[src/rtl/tastable_pkg.sv]
// Shared definitions for the SNES reset sequencer.
// Holds the FSM state encoding, the default hold/timeout lengths and the
// console-hold unit (cmd_hold counts in units of 2**P_HOLD_UNIT_LOG2 cycles).
package tastable_pkg;

   typedef enum logic [2:0] {
      ST_IDLE      = 3'd0,
      ST_MCLK_HOLD = 3'd1,
      ST_CON_HOLD  = 3'd2,
      ST_WAIT_SYNC = 3'd3,
      ST_WAIT_CPU  = 3'd4,
      ST_RUN       = 3'd5,
      ST_FAULT     = 3'd6
   } state_t;

   localparam int P_MCLK_HOLD      = 16;
   localparam int P_CON_HOLD       = 1024;
   localparam int P_SYNC_TIMEOUT   = 1 << 20;
   localparam int P_CPU_TIMEOUT    = 4096;
   localparam int P_HOLD_UNIT_LOG2 = 8;
   localparam int P_HOLD_UNIT      = 1 << P_HOLD_UNIT_LOG2;

endpackage

[src/rtl/snes_reset_sequencer_if.sv]
// Host command/status bus of the reset sequencer.
//   cmd_valid/cmd_ready : start handshake
//   cmd_hold            : console hold in 256-cycle units (0 = default)
//   busy/done/error     : sequence status
//   sync_latency        : captured WAIT_SYNC count
// master = host side, slave = sequencer side.
interface snes_reset_sequencer_if #(
   parameter int CNT_W = 24
) ();
   logic             cmd_valid;
   logic             cmd_ready;
   logic [15:0]      cmd_hold;
   logic             busy;
   logic             done;
   logic             error;
   logic [CNT_W-1:0] sync_latency;

   modport master (
      output cmd_valid, cmd_hold,
      input  cmd_ready, busy, done, error, sync_latency
   );

   modport slave (
      input  cmd_valid, cmd_hold,
      output cmd_ready, busy, done, error, sync_latency
   );
endinterface

[src/rtl/sync_2ff.sv]
// Two-flop synchronizer with a parameterised reset (idle) value.
//   i_clk   : destination clock
//   i_rst_n : asynchronous active-low reset
//   i_d     : asynchronous input
//   o_q     : synchronized output
module sync_2ff #(
   parameter logic IDLE = 1'b0
) (
   input  logic i_clk,
   input  logic i_rst_n,
   input  logic i_d,
   output logic o_q
);
   logic r_meta;
   logic r_sync;

   always_ff @(posedge i_clk or negedge i_rst_n) begin
      if (!i_rst_n) begin
         r_meta <= IDLE;
         r_sync <= IDLE;
      end else begin
         r_meta <= i_d;
         r_sync <= r_meta;
      end
   end

   assign o_q = r_sync;
endmodule

[src/rtl/snes_reset_sequencer.sv]
// Power-on/reset sequencer ahead of the master-clock divider and APU/CPU
// clock generator. Holds the divider reset, then the console reset, releases
// them in order, then waits for the APU sync strobe and CPU-reset release.
//   i_clkin           : master clock
//   i_reset           : asynchronous active-low block reset
//   bus (slave)       : host command/status bus
//   i_apusync         : async active-low APU sync strobe
//   i_cpureset_in     : async CPU-reset release (1 = CPU running)
//   o_mclkreset_n     : divider reset, active-low
//   o_console_reset_n : console reset, active-low
//
// state        | meaning
// ST_IDLE      | waiting for first command
// ST_MCLK_HOLD | divider and console held in reset
// ST_CON_HOLD  | divider released, console still held
// ST_WAIT_SYNC | both released, counting until APU sync falls
// ST_WAIT_CPU  | waiting for the generator to release the CPU
// ST_RUN       | sequence complete, watching for CPU reset loss
// ST_FAULT     | timeout or CPU reset loss, console held in reset
module snes_reset_sequencer
   import tastable_pkg::*;
#(
   parameter int MCLK_HOLD    = P_MCLK_HOLD,
   parameter int CON_HOLD_DEF = P_CON_HOLD,
   parameter int SYNC_TIMEOUT = P_SYNC_TIMEOUT,
   parameter int CPU_TIMEOUT  = P_CPU_TIMEOUT,
   parameter int CNT_W        = 24
) (
   input  logic                  i_clkin,
   input  logic                  i_reset,
   snes_reset_sequencer_if.slave bus,
   input  logic                  i_apusync,
   input  logic                  i_cpureset_in,
   output logic                  o_mclkreset_n,
   output logic                  o_console_reset_n
);
   localparam logic [CNT_W-1:0] L_MCLK_LAST = CNT_W'(MCLK_HOLD);
   localparam logic [CNT_W-1:0] L_CON_DEF   = CNT_W'(CON_HOLD_DEF);
   localparam logic [CNT_W-1:0] L_SYNC_LAST = CNT_W'(SYNC_TIMEOUT - 1);
   localparam logic [CNT_W-1:0] L_CPU_LAST  = CNT_W'(CPU_TIMEOUT - 1);

   state_t           r_state, w_state_nxt;
   logic [CNT_W-1:0] r_cnt, w_cnt_nxt, w_cnt_inc;
   logic [CNT_W-1:0] r_lat, w_lat_nxt;
   logic [CNT_W-1:0] w_hold_len, w_con_last;
   logic [15:0]      r_hold, w_hold_nxt;
   logic             r_ready, w_ready_nxt;
   logic             r_mclk, w_mclk_nxt;
   logic             r_con, w_con_nxt;
   logic             r_busy, w_busy_nxt;
   logic             r_done, w_done_nxt;
   logic             r_err, w_err_nxt;
   logic             w_fault;
   logic             w_apu_s, r_apu_d, w_apu_fall;
   logic             w_cpu_s;
   logic             w_accept;

   sync_2ff #(.IDLE(1'b1)) u_sync_apu (
      .i_clk(i_clkin), .i_rst_n(i_reset), .i_d(i_apusync), .o_q(w_apu_s)
   );

   sync_2ff #(.IDLE(1'b0)) u_sync_cpu (
      .i_clk(i_clkin), .i_rst_n(i_reset), .i_d(i_cpureset_in), .o_q(w_cpu_s)
   );

   always_ff @(posedge i_clkin or negedge i_reset) begin
      if (!i_reset) r_apu_d <= 1'b1;
      else          r_apu_d <= w_apu_s;
   end

   assign w_apu_fall = r_apu_d & ~w_apu_s;
   assign w_accept   = bus.cmd_valid & r_ready;
   assign w_cnt_inc  = r_cnt + 1'b1;
   assign w_hold_len = (r_hold == 16'd0) ? L_CON_DEF
                                         : (CNT_W'(r_hold) << P_HOLD_UNIT_LOG2);
   // Compare against H-1 so the console release lands exactly H cycles
   // after the divider release.
   assign w_con_last = w_hold_len - 1'b1;

   always_ff @(posedge i_clkin or negedge i_reset) begin
      if (!i_reset) begin
         r_state <= ST_IDLE;
         r_cnt   <= '0;
         r_lat   <= '0;
         r_hold  <= '0;
         r_ready <= 1'b0;
         r_mclk  <= 1'b0;
         r_con   <= 1'b0;
         r_busy  <= 1'b0;
         r_done  <= 1'b0;
         r_err   <= 1'b0;
      end else begin
         r_state <= w_state_nxt;
         r_cnt   <= w_cnt_nxt;
         r_lat   <= w_lat_nxt;
         r_hold  <= w_hold_nxt;
         r_ready <= w_ready_nxt;
         r_mclk  <= w_mclk_nxt;
         r_con   <= w_con_nxt;
         r_busy  <= w_busy_nxt;
         r_done  <= w_done_nxt;
         r_err   <= w_err_nxt;
      end
   end

   always_comb begin
      w_state_nxt = r_state;
      w_cnt_nxt   = w_cnt_inc;
      w_lat_nxt   = r_lat;
      w_hold_nxt  = r_hold;
      w_mclk_nxt  = r_mclk;
      w_con_nxt   = r_con;
      w_busy_nxt  = r_busy;
      w_done_nxt  = r_done;
      w_err_nxt   = r_err;
      w_fault     = 1'b0;

      if (w_accept) begin
         w_state_nxt = ST_MCLK_HOLD;
         w_cnt_nxt   = '0;
         w_hold_nxt  = bus.cmd_hold;
         w_mclk_nxt  = 1'b0;
         w_con_nxt   = 1'b0;
         w_busy_nxt  = 1'b1;
         w_done_nxt  = 1'b0;
         w_err_nxt   = 1'b0;
      end else begin
         unique case (r_state)
            ST_MCLK_HOLD: begin
               if (r_cnt == L_MCLK_LAST) begin
                  w_state_nxt = ST_CON_HOLD;
                  w_cnt_nxt   = '0;
                  w_mclk_nxt  = 1'b1;
               end
            end
            ST_CON_HOLD: begin
               if (r_cnt == w_con_last) begin
                  w_state_nxt = ST_WAIT_SYNC;
                  w_cnt_nxt   = '0;
                  w_con_nxt   = 1'b1;
               end
            end
            ST_WAIT_SYNC: begin
               // Edge is tested first so it wins over a same-cycle timeout.
               if (w_apu_fall) begin
                  w_state_nxt = ST_WAIT_CPU;
                  w_cnt_nxt   = '0;
                  w_lat_nxt   = r_cnt;
               end else if (r_cnt == L_SYNC_LAST) begin
                  w_fault = 1'b1;
               end
            end
            ST_WAIT_CPU: begin
               if (w_cpu_s) begin
                  w_state_nxt = ST_RUN;
                  w_cnt_nxt   = '0;
                  w_busy_nxt  = 1'b0;
                  w_done_nxt  = 1'b1;
               end else if (r_cnt == L_CPU_LAST) begin
                  w_fault = 1'b1;
               end
            end
            ST_RUN: begin
               w_cnt_nxt = '0;
               if (!w_cpu_s) w_fault = 1'b1;
            end
            ST_IDLE, ST_FAULT: w_cnt_nxt = '0;
            default: begin
               w_state_nxt = ST_IDLE;
               w_cnt_nxt   = '0;
            end
         endcase

         if (w_fault) begin
            w_state_nxt = ST_FAULT;
            w_cnt_nxt   = '0;
            w_con_nxt   = 1'b0;
            w_busy_nxt  = 1'b0;
            w_done_nxt  = 1'b0;
            w_err_nxt   = 1'b1;
         end
      end

      w_ready_nxt = (w_state_nxt == ST_IDLE) || (w_state_nxt == ST_RUN) ||
                    (w_state_nxt == ST_FAULT);
   end

   assign bus.cmd_ready     = r_ready;
   assign bus.busy          = r_busy;
   assign bus.done          = r_done;
   assign bus.error         = r_err;
   assign bus.sync_latency  = r_lat;
   assign o_mclkreset_n     = r_mclk;
   assign o_console_reset_n = r_con;
endmodule

[src/flat_wrapper.sv]
// flat-port wrapper written by rule: the top's interface ports become plain ports
module snes_reset_sequencer_flat import tastable_pkg::*;
#(
   parameter int MCLK_HOLD    = P_MCLK_HOLD,
   parameter int CON_HOLD_DEF = P_CON_HOLD,
   parameter int SYNC_TIMEOUT = P_SYNC_TIMEOUT,
   parameter int CPU_TIMEOUT  = P_CPU_TIMEOUT,
   parameter int CNT_W        = 24
)
  (i_clkin, i_reset, i_apusync, i_cpureset_in, o_mclkreset_n, o_console_reset_n, bus_cmd_valid, bus_cmd_hold, bus_cmd_ready, bus_busy, bus_done, bus_error, bus_sync_latency);
  snes_reset_sequencer_if #(.CNT_W(CNT_W)) bus_i ();
  input  logic i_clkin;
  input  logic i_reset;
  input  logic i_apusync;
  input  logic i_cpureset_in;
  output logic o_mclkreset_n;
  output logic o_console_reset_n;
  input wire logic [$bits(bus_i.cmd_valid)-1:0] bus_cmd_valid;
  input wire logic [$bits(bus_i.cmd_hold)-1:0] bus_cmd_hold;
  output wire logic [$bits(bus_i.cmd_ready)-1:0] bus_cmd_ready;
  output wire logic [$bits(bus_i.busy)-1:0] bus_busy;
  output wire logic [$bits(bus_i.done)-1:0] bus_done;
  output wire logic [$bits(bus_i.error)-1:0] bus_error;
  output wire logic [$bits(bus_i.sync_latency)-1:0] bus_sync_latency;
  assign bus_i.cmd_valid = bus_cmd_valid;
  assign bus_i.cmd_hold = bus_cmd_hold;
  assign bus_cmd_ready = bus_i.cmd_ready;
  assign bus_busy = bus_i.busy;
  assign bus_done = bus_i.done;
  assign bus_error = bus_i.error;
  assign bus_sync_latency = bus_i.sync_latency;
  snes_reset_sequencer #(.MCLK_HOLD(MCLK_HOLD), .CON_HOLD_DEF(CON_HOLD_DEF), .SYNC_TIMEOUT(SYNC_TIMEOUT), .CPU_TIMEOUT(CPU_TIMEOUT), .CNT_W(CNT_W)) u_core (.i_clkin(i_clkin), .i_reset(i_reset), .bus(bus_i), .i_apusync(i_apusync), .i_cpureset_in(i_cpureset_in), .o_mclkreset_n(o_mclkreset_n), .o_console_reset_n(o_console_reset_n));
endmodule
[config.mk]
export PLATFORM = sky130hd
export DESIGN_NAME = snes_reset_sequencer_flat
export DESIGN_NICKNAME = d
export VERILOG_FILES = /design/src/rtl/tastable_pkg.sv /design/src/rtl/snes_reset_sequencer_if.sv /design/src/rtl/sync_2ff.sv /design/src/rtl/snes_reset_sequencer.sv /design/src/flat_wrapper.sv
export SDC_FILE = /design/constraint.sdc
export NUM_CORES = 1
export LEC_CHECK = 0
export ABC_AREA = 1
export ABC_CLOCK_PERIOD_IN_PS = 1950
export CORE_ASPECT_RATIO = 0.5
export CORE_UTILIZATION = 35
export DETAILED_ROUTE_END_ITERATION = 10
export MAX_ROUTING_LAYER = met4
export PLACE_DENSITY = 0.59
export REMOVE_ABC_BUFFERS = 1
export SYNTH_ARGS = -nofsm -noshare
export SYNTH_HDL_FRONTEND = slang
export SYNTH_SLANG_ARGS = --single-unit
[constraint.sdc]
create_clock -name i_clkin -period 1.95 [get_ports i_clkin]
set_input_delay 0.2925 -clock i_clkin [delete_from_list [all_inputs] [get_ports i_clkin]]
set_output_delay 0.2925 -clock i_clkin [all_outputs]
set_load 0.05 [all_outputs]
==> results of run 1 <==
-- placed cells by master, fill, tap and decap left out, types with 2 or more instances in the layout --
cell type and count:
a21oi_1 7, nand2_1 128, ha_4 2, clkdlybuf4s50_1 49, clkbuf_16 10, nand2_2 11, or2_2 2, xor2_1 14
nor2_4 4, dfrtp_1 75, buf_6 6, inv_1 56, nand2_4 5, a211oi_2 2, nor2_2 23, nand3b_1 2
a31oi_1 2, inv_2 12, o21bai_1 2, nand4_1 15, o21ai_2 2, nand3_1 14, nor4_1 3, dfstp_2 3
nor3_4 2, nor3_2 8, nand3_2 6, nor2_1 38, nor3_1 3, xnor2_1 7, bufinv_16 3, buf_4 102
buf_12 3, nor4_2 2, o21ai_0 40
-- worst max-delay path by stage --
stage	start	endpoint	slack [ps]	depth (start not counted)
global placement	u_core.r_hold[0]$_DFFE_PN0P_	u_core.r_cnt[5]$_DFF_PN0_	-240	16
floorplan	u_core.bus.cmd_ready$_DFF_PN0_	u_core.r_cnt[5]$_DFF_PN0_	-250	6
detailed placement	u_core.r_hold[0]$_DFFE_PN0P_	u_core.bus.cmd_ready$_DFF_PN0_	-310	16
CTS	u_core.r_hold[0]$_DFFE_PN0P_	u_core.r_cnt[5]$_DFF_PN0_	-220	18
finish	u_core.r_cnt[1]$_DFF_PN0_	u_core.r_cnt[16]$_DFF_PN0_	-280	14
global route	u_core.r_hold[9]$_DFFE_PN0P_	u_core.r_cnt[16]$_DFF_PN0_	-490	17
-- through the flow --
step	util	power (W)	setup TNS [ps]
after floorplan	-	0.001660	-6577
after global placement	0.5003	0.001738	-6020
after detailed placement	0.5003	0.001739	-7866
after CTS	0.5439	0.003717	-4946
after global routing	0.5567	0.003787	-13630
final	0.5567	0.003666	-6924
-- sequential cells by signal, summed over array words and instances, names as in the netlist, 3 cells and up --
register,cells
u_core.bus.sync_latency,24
u_core.r_cnt,24
u_core.r_hold,16
u_core.r_state,3
-- cell families after synthesis --
kind of cell / after synthesis / share of synthesized area
adder cells (fa/ha/maj): 4 / 0.01210
AND/OR/NAND/NOR: 270 / 0.3095
AO/OA/AOI/OAI: 58 / 0.07715
XOR/XNOR: 23 / 0.05204
flip-flops: 78 / 0.4729
buffers and inverters: 80 / 0.07625
-- cell type report --
cell class | count | share of cell area
multi-input cells | 356 | 0.3319
flip-flops and latches | 78 | 0.3123
repair buffers | 162 | 0.2266
inverters | 70 | 0.04236
clock buffers | 9 | 0.03596
well taps | 159 | 0.03177
clock inverters | 7 | 0.01918
-- power groups by stage --
stage | clock network [W] | logic (W) | registers, W
after global placement | 0 | 0.0000799 | 0.00166
after CTS | 0.00201 | 0.0000824 | 0.00163
after detailed placement | 0 | 0.0000803 | 0.00166
after floorplan | 0 | 0.00000163 | 0.00166
after global routing | 0.00207 | 0.0000903 | 0.00163
final | 0.00196 | 0.0000786 | 0.00163
-- layer usage --
layer | vias to the layer above | share of wire
li1 | 1960 | -
met1 | 1830 | 0.52
met2 | 56 | 0.44
met3 | 4 | 0.035
met4 | 0 | 0.0056
met5 | - | 0
-- timing repair --
item                                   4_1_cts  5_1_grt
hold buffers                                 1        0
setup buffers                                2        1
pin swaps                                    2       15
cloned                                       1        1
endpoints found under the hold margin       27        0
setup endpoints to repair                   32       32
resized for setup                           30       38
==> results.json, run 1 <==
{
  "status": "complete, but fails checks",
  "violations": "setup timing",
  "vias": 3850,
  "layout_setup_ws_ps": -283.4,
  "cpMaxStageDelayCell": "dfrtp_1",
  "met3_usage": 0.04367,
  "seq_area_um2": 1956,
  "grt_pass1_vias": 3901,
  "clock_sinks": 78,
  "grtUsageTotal": 0.2030,
  "die-area_um2": 12280,
  "end_kind": "flip-flop",
  "syn_avg_cell_area_um2": 8.061,
  "dpl_cell_area_um2": 5628,
  "synth_warnings": 0,
  "reg2reg_from": "u_core.r_cnt[1]$_DFF_PN0_",
  "slew_headroom": 0.6661,
  "holdPathEnd": "u_core.u_sync_cpu.o_q$_DFF_PN0_",
  "ys_types": 37,
  "clkPwrFrac": 0.534,
  "min_from": "u_core.u_sync_cpu.r_meta$_DFF_PN0_",
  "combPwrFrac": 0.021,
  "nNetsFinal": 702,
  "p_per_area_nw_per_um2": 585.3,
  "finalWirelength_um": 10930,
  "numCtsBuffers": 9,
  "yosys.area.top_type": "dfrtp_1",
  "p_switching_w": 0.0007445,
  "place_inst": 820,
  "rows": 27,
  "path_class": "flip-flop to flip-flop",
  "worstReg2RegEnd": "u_core.r_cnt[16]$_DFF_PN0_",
  "min_delay_path_depth": 0,
  "die-width_um": 155.7,
  "cts_tree": "built",
  "clock-root-buffer": "clkbuf_16",
  "fill_cells": 1004,
  "htreeDepth": 3,
  "netlist_instances": 513,
  "reg2reg_slack_ps": -280,
  "p_int_w": 0.002921,
  "fin_skew_ps": 10.03,
  "synth_edf_count": 0,
  "cp_num_buf_inv": 1,
  "hold_viol": 0,
  "fin_crit_sh": 1.145,
  "seqPwrFrac": 0.444,
  "worstPathCellList": "ha_2 -> nand2_2 -> nor2_4 -> nand4_1 -> nor3_2 -> nand2_1 -> nor2_2 -> nand3b_1 -> nand2_2 -> nor2_2 -> o21a_2 -> nand2_4 -> clkbuf_16 -> nor3_2",
  "final_cells": 841,
  "required_ps": 2170,
  "detail_route.first_pass.iterations": 4,
  "fin_crit_ps": 2233,
  "port_buffers": 50,
  "fin_area_um2": 6262,
  "swShare": 0.2031,
  "grt_setup_unrepaired": "true",
  "gp_congestion": 0.8516,
  "reg2regPathDepth": 14,
  "startpoint_type": "flip-flop",
  "initial_utilization": 0.3676,
  "clk_pin_slew_worst_paths_ps": 60,
  "antenna_left": 0,
  "grt_max_degree": 49,
  "ir_worst_vdd_v": 0.0003279,
  "antenna_found_initial": 0,
  "clk-insertion-delay-late_ps": 340,
  "critPathTopFamily": "simple AND/OR/NAND/NOR gates",
  "dp_hpwl_um": 7897,
  "grt_overflow": 0,
  "die_h_um": 78.86,
  "grt_use_met2": 0.2951,
  "holdWs_ps": 350.1,
  "drive_gt1_frac": 0.3255,
  "busiest_layer": "met2",
  "wire_per_inst_um": 12.99,
  "slowest_delay_ps": 360,
  "slew_violations": 0,
  "fmax_mhz": 447.7,
  "async_reset_ff_frac": 1.000,
  "ys.flop_type": "dfrtp_1",
  "synth_common_cells": "nand2_1 (136), dfrtp_1 (75), inv_1 (64)",
  "ys_seq_area_frac": 0.4729,
  "arrival_ps": 2460,
  "multi_input_area_um2": 2078,
  "diodes": 0,
  "core_um2": 11250,
  "synth.area.top_cells": "dfrtp_1 (45%), nand2_1 (12%), inv_1 (5.8%), o21ai_0 (5.1%), nor2_1 (4.8%)",
  "leakagePower_nw": 2.956,
  "synth_most_common_cell": "nand2_1",
  "area_delta_synth_final_pct": 51.44,
  "worstHoldPathType": "flip-flop to flip-flop",
  "cap_violations": 0,
  "io_pins": 51,
  "drt-vias-per-instance": 4.578,
  "pre_cts_slack_ps": -308.0,
  "yosysTopAreaCellShare": 0.4539,
  "clk_path_buf_depth": 2,
  "drtIter0Drc": 177,
  "grt_pass1_wl_um": 18730,
  "worst_pin_slew_ps": 499.3,
  "setup_viol": 32,
  "grt_use_met1": 0.2853,
  "drc_errors": 0,
  "ys_ff_latch": 78,
  "cp_max_fo": 7,
  "syn_area_um2": 4135
}
(Power assumes the default switching activity.)
==> run 2, diff against run 1 <==
--- a/config.mk
+++ b/config.mk
@@ -16,3 +16,4 @@
 export SYNTH_ARGS = -nofsm -noshare
 export SYNTH_HDL_FRONTEND = slang
 export SYNTH_SLANG_ARGS = --single-unit
+export TNS_END_PERCENT = 10
==> results.json, run 2 (synthesized netlist as in run 1, its figures left out) <==
{
  "port_buffers": 50,
  "multi_input_area_um2": 2018,
  "layout_setup_ws_ps": -298.2,
  "dp_hpwl_um": 7897,
  "diodes": 0,
  "startpoint_type": "flip-flop",
  "critPathLaunch": "u_core.r_cnt[1]$_DFF_PN0_",
  "rows": 27,
  "worst_pin_slew_ps": 499.2,
  "cap_violations": 0,
  "numCtsBuffers": 9,
  "reg2reg_from": "u_core.r_cnt[1]$_DFF_PN0_",
  "drive_gt1_frac": 0.3085,
  "p_int_w": 0.002921,
  "clk-insertion-delay-late_ps": 340,
  "grtUsageTotal": 0.1976,
  "drc_errors": 0,
  "seq_area_um2": 1956,
  "hold_viol": 0,
  "layout_commonest_cell": "nand2_1",
  "end_kind": "flip-flop",
  "io_pins": 51,
  "die-width_um": 155.7,
  "status": "complete, but fails checks",
  "path_class": "flip-flop to flip-flop",
  "detail_route.first_pass.iterations": 4,
  "worstHoldPathType": "flip-flop to flip-flop",
  "power_w": 0.003667,
  "seqPwrFrac": 0.444,
  "clk_path_buf_depth": 2,
  "drt-vias-per-instance": 4.580,
  "slew_violations": 0,
  "vias": 3861,
  "finalWirelength_um": 10830,
  "grt_overflow": 0,
  "fin_crit_ps": 2248,
  "die_h_um": 78.86,
  "drtIter0Drc": 215,
  "cts_tree": "built",
  "die-area_um2": 12280,
  "grt_pass1_vias": 3824,
  "arrival_ps": 2470,
  "final_cell_mix": "nand2_1 (129), buf_4 (106), dfrtp_1 (75)",
  "antenna_found_initial": 0,
  "setup_viol": 32,
  "p_switching_w": 0.0007456,
  "clock-root-buffer": "clkbuf_16",
  "wire_per_inst_um": 12.84,
  "grt_max_degree": 49,
  "violations": "setup timing",
  "area_delta_synth_final_pct": 50.11,
  "htreeDepth": 3,
  "p_per_area_nw_per_um2": 590.7,
  "clock_sinks": 78,
  "min_from": "u_core.u_sync_cpu.r_meta$_DFF_PN0_",
  "core_um2": 11250,
  "nNetsFinal": 704,
  "clkPwrFrac": 0.534,
  "grt_pass1_wl_um": 18200,
  "swShare": 0.2033,
  "ir_worst_vdd_v": 0.0003285,
  "required_ps": 2170,
  "fin_skew_ps": 8.837,
  "antenna_left": 0,
  "leakagePower_nw": 2.958,
  "grt_setup_unrepaired": "true",
  "pre_cts_slack_ps": -308.0,
  "fmax_mhz": 444.8,
  "fill_cells": 1002,
  "initial_utilization": 0.3676,
  "slew_headroom": 0.6661,
  "cp_max_fo": 7,
  "clk_pin_slew_worst_paths_ps": 60,
  "gp_congestion": 0.8516,
  "combPwrFrac": 0.021,
  "fin_crit_sh": 1.153
}
run 2: layer usage:
| metal | GRT usage | vias to the layer above | wire [um] |
|---|---|---|---|
| met5 | - | - | 0 |
| met3 | 0.04367 | 8 | 488 |
| met2 | 0.2825 | 70 | 4598 |
| met1 | 0.2800 | 1821 | 5639 |
| met4 | 0.05588 | 0 | 100 |
| li1 | - | 1962 | - |
run 2: power by group through the flow:
stage / sequential (W) / clock [W] / combinational, W
floorplan: 0.00166 / 0 / 0.00000163
global placement: 0.00166 / 0 / 0.0000799
detailed placement: 0.00166 / 0 / 0.0000803
CTS: 0.00163 / 0.00201 / 0.0000824
global route: 0.00163 / 0.00207 / 0.0000903
finish: 0.00163 / 0.00196 / 0.0000787
run 2: per-stage QoR:
step / utilization / area [um2] / hold slack, ps / setup TNS, ps / cells
5_1_grt: 0.5518 / 6207 / 355.3 / -14040 / 843
6_report: 0.5518 / 6207 / 350.3 / -7671 / 843
3_5_place_dp: 0.5003 / 5628 / 258.7 / -7866 / 820
2_1_floorplan: - / 4083 / -3.091 / -6577 / 503
4_1_cts: 0.5345 / 6013 / 339.9 / -5585 / 837
3_3_place_gp: 0.5003 / 5628 / 256.6 / -6020 / 820
run 2: final cells by class:
| cell class | count | share of cell area |
|---|---|---|
| inverters | 70 | 0.04233 |
| multi-input cells | 356 | 0.3251 |
| repair buffers | 164 | 0.2298 |
| clock buffers | 9 | 0.03628 |
| clock inverters | 7 | 0.01935 |
| well taps | 159 | 0.03205 |
| flip-flops and latches | 78 | 0.3151 |
run 2: timing repair:
action / 4_1_cts / 5_1_grt
hold buffers: 1 / 0
buffers inserted: 0 / 4
gates resized for setup: 10 / 36
pin swaps: 2 / 31
endpoints found under the hold margin: 27 / 0
endpoints found under the setup margin: 32 / 32
cloned: 0 / 2
run 2: worst paths after layout:
check / slack, ps / cells after the start / to
worst max-delay path: -300 / 14 / u_core.r_cnt[16]$_DFF_PN0_
worst min-delay path: 350 / 0 / u_core.u_sync_cpu.o_q$_DFF_PN0_
worst max register to register: -300 / 14 / u_core.r_cnt[16]$_DFF_PN0_
worst min register to register: 350 / 0 / u_core.u_sync_cpu.o_q$_DFF_PN0_
max in group asynchronous: 910 / 3 / u_core.r_cnt[16]$_DFF_PN0_
min in group asynchronous: 430 / 2 / u_core.bus.sync_latency[4]$_DFFE_PN0P_
run 2: critical path: stages, from the launching register on:
cell and delay, ps:
dfrtp_1 360, ha_2 190, nand2_2 70, nor2_4 160, nand4_1 170, nor3_2 210, nand2_1 120, nor2_2 130
nand3b_1 100, nand2_2 90, nor2_2 40, o21a_2 150, nand2_4 120, clkbuf_16 170, nor3_2 40
